==> config.mk <==
export PLATFORM = sky130hd
export DESIGN_NAME = serial_subtractor
export DESIGN_NICKNAME = d
export VERILOG_FILES = /design/src/rtl/serial_subtractor.sv
export SDC_FILE = /design/constraint.sdc
export NUM_CORES = 1
export LEC_CHECK = 0
export ABC_AREA = 1
export CAP_MARGIN = 20
export CORE_ASPECT_RATIO = 0.6
export CORE_MARGIN = 2
export CORE_UTILIZATION = 56
export DETAILED_ROUTE_END_ITERATION = 7
export GPL_TIMING_DRIVEN = 1
export PLACE_DENSITY = 0.83
export SLEW_MARGIN = 20
export SYNTH_ARGS = -nofsm -noshare
export SYNTH_HDL_FRONTEND = slang
export SYNTH_SLANG_ARGS = --single-unit
==> constraint.sdc <==
create_clock -name clk -period 3.4 [get_ports clk]
set_input_delay 0.68 -clock clk [delete_from_list [all_inputs] [get_ports clk]]
set_output_delay 0.68 -clock clk [all_outputs]
set_load 0.02 [all_outputs]
==> src/rtl/serial_subtractor.sv <==
// Bit-serial WIDTH-bit subtractor D = A - B (- Bin), LSB first, one full-subtractor cell.
// Optional borrow-in port and initial borrow enabled by defining SUB_BORROW_IN_EN.
module serial_subtractor #(
    parameter int WIDTH = 8
) (
    input  logic             clk,
    input  logic             rst,
    input  logic             start,
    input  logic [WIDTH-1:0] A,
    input  logic [WIDTH-1:0] B,
`ifdef SUB_BORROW_IN_EN
    input  logic             Bin,
`endif
    output logic             busy,
    output logic             done,
    output logic [WIDTH-1:0] D,
    output logic             B_out
);

    localparam int CW = $clog2(WIDTH) + 1;
    localparam logic [CW-1:0] LAST = CW'(WIDTH - 1);

    typedef enum logic [1:0] {IDLE, SHIFT, DONE} state_t;

    state_t           r_state;
    logic [WIDTH-1:0] r_a;
    logic [WIDTH-1:0] r_b;
    logic [WIDTH-1:0] r_res;
    logic             r_bor;
    logic [CW-1:0]    r_cnt;

    logic             w_bin;
    logic             w_d;
    logic             w_bor_nxt;
    logic [WIDTH-1:0] w_res_nxt;

`ifdef SUB_BORROW_IN_EN
    assign w_bin = Bin;
`else
    assign w_bin = 1'b0;
`endif

    // Full-subtractor cell on the current LSBs of the operand shift registers.
    assign w_d       = r_a[0] ^ r_b[0] ^ r_bor;
    assign w_bor_nxt = (~r_a[0] & r_b[0]) | (~(r_a[0] ^ r_b[0]) & r_bor);
    assign w_res_nxt = {w_d, r_res[WIDTH-1:1]};

    always_ff @(posedge clk or posedge rst) begin
        if (rst) begin
            r_state <= IDLE;
            r_a     <= '0;
            r_b     <= '0;
            r_res   <= '0;
            r_bor   <= 1'b0;
            r_cnt   <= '0;
            busy    <= 1'b0;
            done    <= 1'b0;
            D       <= '0;
            B_out   <= 1'b0;
        end else begin
            case (r_state)
                IDLE: begin
                    done <= 1'b0;
                    if (start) begin
                        r_a     <= A;
                        r_b     <= B;
                        r_res   <= '0;
                        r_bor   <= w_bin;
                        r_cnt   <= '0;
                        busy    <= 1'b1;
                        r_state <= SHIFT;
                    end
                end
                SHIFT: begin
                    r_a   <= r_a >> 1;
                    r_b   <= r_b >> 1;
                    r_res <= w_res_nxt;
                    r_bor <= w_bor_nxt;
                    r_cnt <= r_cnt + CW'(1);
                    // D/B_out are only published once the last bit is through the cell.
                    if (r_cnt == LAST) begin
                        D       <= w_res_nxt;
                        B_out   <= w_bor_nxt;
                        busy    <= 1'b0;
                        done    <= 1'b1;
                        r_state <= DONE;
                    end
                end
                DONE: begin
                    done    <= 1'b0;
                    r_state <= IDLE;
                end
                default: begin
                    busy    <= 1'b0;
                    done    <= 1'b0;
                    r_state <= IDLE;
                end
            endcase
        end
    end

endmodule
== After elaboration in Yosys (flattened, before gate mapping) ==
Cells that the tools add are included.
Cells by class
  equality and inequality tests: 5
  bitwise gates (word level): 8
  reduce and logical (&&, ||, !) cells: 6
  $add $sub $neg: 1
  muxes and demuxes: 18
Operators by type and width (number)
  $pmux W8 S2: 3
  $mux W8: 3
  $pmux W4 S2: 1
  $reduce_and A2 Y1: 3
  $mux W1: 5
  $add A4 B1 Y4 const B: 1
  $eq A4 B3 Y1 const B: 1
  $mux W2: 2
  $mux W4: 1
  $ne A2 B2 Y1 const B: 2
  $pmux W2 S2: 1
  $not A1 Y1: 3
  $pmux W1 S3: 1
  $reduce_and A3 Y1: 1
  $and A1 B1 Y1: 2
  $eq A2 B1 Y1 const B: 1
  $eq A2 B2 Y1 const B: 1
  $logic_not A2 Y1: 1
  $pmux W1 S2: 1
  $reduce_bool A2 Y1: 1
  $xor A1 B1 Y1: 2
  $or A1 B1 Y1: 1
Storage, ports and cells
  logic and storage cells: 48
  output and inout port bits: 11
  input bits: 19
  register bits: 42

== Depth between registers and ports, before layout ==
  depth after elaboration: 5
  depth in mapped cells: 7
  mapped depth without buffers: 6

== Worst setup path after synthesis ==
OpenSTA, ideal clock, no wires.
  kind: input-to-reg
  from: in start
  to: reg r_a[0]
  data required time: 3.276 ns
  setup slack: 2.210 ns
  buffers on the path: 1
  cell stages on the path: 5
  arrival time: 1.065 ns
  cell sequence: nand3_2 -> inv_2 -> buf_4 -> nand2_1 -> nand3_1
Between the ends
  longest elaborated chain between the ends: 2
RTL lines
  from (decl): line 8  | input logic start,
  $ne A2 B2 Y1 (no source line)
  $reduce_and A2 Y1 (no source line)
  to (signal assigned): line 75  | r_a <= r_a >> 1;
  to (decl): line 26  | logic [WIDTH-1:0] r_a;
Every way passes these cells.
A chain may end at the register's enable or synchronous reset.

== Final worst setup path ==
  from: reg D[3]
  to: out D[3]
RTL lines
  from (decl): line 16  | output logic [WIDTH-1:0] D,
  from (signal assigned): line 82  | D <= w_res_nxt;
No word-level cell between the ends.

==> out/qor.yml <==
timing:
  slew_headroom_pct: 54.0
  fin_tns_setup_ps: 0
  tightest_slew_ps: 688
  fmax_mhz: 510
  finalSetupViolations: 0
  fin_ws_ps: 1440
  whs_ps: 473
  fin_crit_ps: 1960
  rsz0062_at_grt: "no"
  drv_slew: 0
  skew_ps: 8.84
  hold_viol: 0
  fin_crit_sh_pct: 57.7
cts:
  htree_levels: 2
  cts.clk_slew.worst_paths_ps: 90
  max-clock-path-buffers: 2
  postCtsSetupBuffers: 0
  hold_buffers: 0
  numCtsBuffers: 5
  cts_tree: "built"
  cts_sinks: 41
  cts_resized: 0
  worstSkewPairLatency_ps: 290
  cts_root_buffer: "clkbuf_8"
synth:
  synth_adder_area_share_pct: 1.82
  synth_top_family_by_area: "simple AND/OR/NAND/NOR gates"
  synth_nets: 221
  synth_cells: 200
  synth-compound-area-share_pct: 2.87
  synth_top_area_share_pct: 57.4
  synth_area_leaders: "dfrtp_1, nand2_1, nand3_1"
  syn-cell-area_sq_um: 1790
  ys_types: 20
  synth.area.mux_share_pct: 0
  synthXorXnorAreaFrac_pct: 0
  ys.flop_type: "dfrtp_1"
  yosys_register_bits: 41
  avgSynthCellArea_sq_um: 8.94
  synth.yosys.seq_area_share_pct: 57.4
  synth-edff-count: 0
  synthArstFlopShare_pct: 100
  yosys.area_share.simple_pct: 30.9
  yosysTopAreaCell: "dfrtp_1"
  yosys_warnings: 0
critical_path:
  critical_path_class: "flop to output port"
  crit_chain: "clkdlybuf4s50_1"
  worst_path_dominant_cell_family: "buffers and inverters"
  cp_slowest_cell: "clkdlybuf4s50_1"
  crit_fanout: 2
  worstSetupStartpointType: "flop"
  cp.buffers_inverters: 1
  slowest_delay_ps: 620
  crit_arrival_ps: 1280
  crit_path_end_kind: "output port"
  critPathRequiredTime_ps: 2720
floorplan:
  die_h_um: 47.8
  fp.dieW_um: 76.9
  fp-row-count: 15
  start_util_pct: 60.7
  core_sq_um: 2950
  top_level_ports: 30
  design.die.area_sq_um: 3680
routing:
  wl_per_cell_um: 14.0
  drc: 0
  drtAntennaViolNets: 0
  drt_iter0_markers: 161
  routed_wl_um: 3790
  vias: 1462
  viasPerCell: 5.41
  drt_first_pass_iters: 4
grt:
  antenna_found_initial: 0
  grt_pass1_wl_um: 5980
  grt_max_degree: 32
  grt_use_total_pct: 22.2
  gr-total-overflow: 0
  first_global_vias: 1305
placement:
  io_buffers: 29
  pre_cts_ws_ps: 1430
  placed_area_sq_um: 2070
  gp_congestion: 0.754
  dp_hpwl_um: 2520
power_and_ir_drop:
  cellLeakagePower_nw: 1.07
  peakVddDrop_uv: 494
  pwr_density_cell_nw_per_um2: 902
finish:
  nets: 248
  num_antenna_cells: 0
  design_area_sq_um: 2160
  area_growth_pct: 21.1
  final_layout_size_suffix_gt1_share_pct: 8.33
  final_util_pct: 73.5
status:
  status: "finished, final reports clean"
worst_hold_path:
  hold_class: "flop to flop"
flow_run:
  maxCapViolations: 0
-- stage by stage --
stage	cells	total power, mW
2_1_floorplan	200	1.39
6_report	270	1.95
3_3_place_gp	262	1.56
5_1_grt	270	2.09
3_5_place_dp	262	1.61
4_1_cts	270	1.95
-- area by class of cell --
class / instances / area (sq um)
Multi-Input combinational cell: 134 / 636
Tap cell: 42 / 52.6
Clock buffer: 6 / 82.6
Fill cell: 222 / 782
Timing Repair Buffer: 30 / 298
Sequential cell: 41 / 1030
Clock inverter: 2 / 13.8
Inverter: 15 / 56.3
-- logic make-up after synthesis --
kind of cell | after synthesis
buffers and inverters | 25
AND/OR/NAND/NOR | 123
AO/OA/AOI/OAI | 9
adder cells (fa/ha/maj) | 2
flip-flops | 41
-- Yosys cell counts, types with 2 or more instances --
cell and n:
nand2_1 64, buf_2 5, buf_4 3, o22ai_1 5, buf_6 2, o21ai_1 3, nor2_1 4, nand3_1 46
inv_2 3, nand2_2 4, dfrtp_1 41, inv_1 12
-- power by group --
group	switching, mW	internal [mW]	total [mW]
sequential	0.143	0.700	0.843
clock	0.173	0.165	0.337
combinational	0.469	0.302	0.771
total	0.785	1.17	1.95
-- registers in the layout, indices dropped and copies added, names as in the netlist --
signal,cells
B_out,1
r_b,8
r_cnt,4
r_state,2
r_a,8
done,1
busy,1
r_bor,1
r_res,7
D,8
-- cell usage in the layout, fill, tap and decap left out --
| cell | n |
|---|---|
| nand2_1 | 64 |
| nand3_1 | 46 |
| dfrtp_1 | 41 |
| clkdlybuf4s50_1 | 29 |
| inv_1 | 12 |
| clkbuf_8 | 6 |
| o22ai_1 | 5 |
| nand2_2 | 4 |
| nor2_1 | 4 |
| inv_2 | 3 |
| o21ai_1 | 3 |
| nand3_2 | 1 |
| nor2_4 | 1 |
| nand4_1 | 1 |
| nor2_2 | 1 |
| nand3b_1 | 1 |
| a21oi_1 | 1 |
| fa_1 | 1 |
| ha_1 | 1 |
| clkinv_4 | 1 |
| clkinv_2 | 1 |
| buf_4 | 1 |
-- routing by layer --
layer / GRT usage [%] / share of wire [%] / vias up / wire length [um]
met2: 36.0 / 48 / 57 / 1830
met3: 6.23 / 6.6 / 6 / 249
li1: - / - / 704 / -
met1: 29.7 / 44 / 695 / 1660
met4: 8.73 / 1.2 / 0 / 44
met5: 0 / 0 / - / 0
-- path summary, 6_finish.rpt --
kind                            slack [ps]       end     start  cells after the start
worst min-delay path                   470      D[7]      D[7]                      2
worst max register to register        1700      D[4]  r_cnt[0]                      6
max in group asynchronous             1930  r_cnt[1]       rst                      3
worst min register to register         470      D[7]      D[7]                      2
worst max-delay path                  1440      D[3]      D[3]                      1
min in group asynchronous              710      D[7]       rst                      2
-- tightest hold or removal path, stage by stage (launching register included) --
cell     delay (ps)
dfrtp_1         350
nand2_1          50
nand2_1          40
Note: power is estimated with default switching activity, not from simulation.
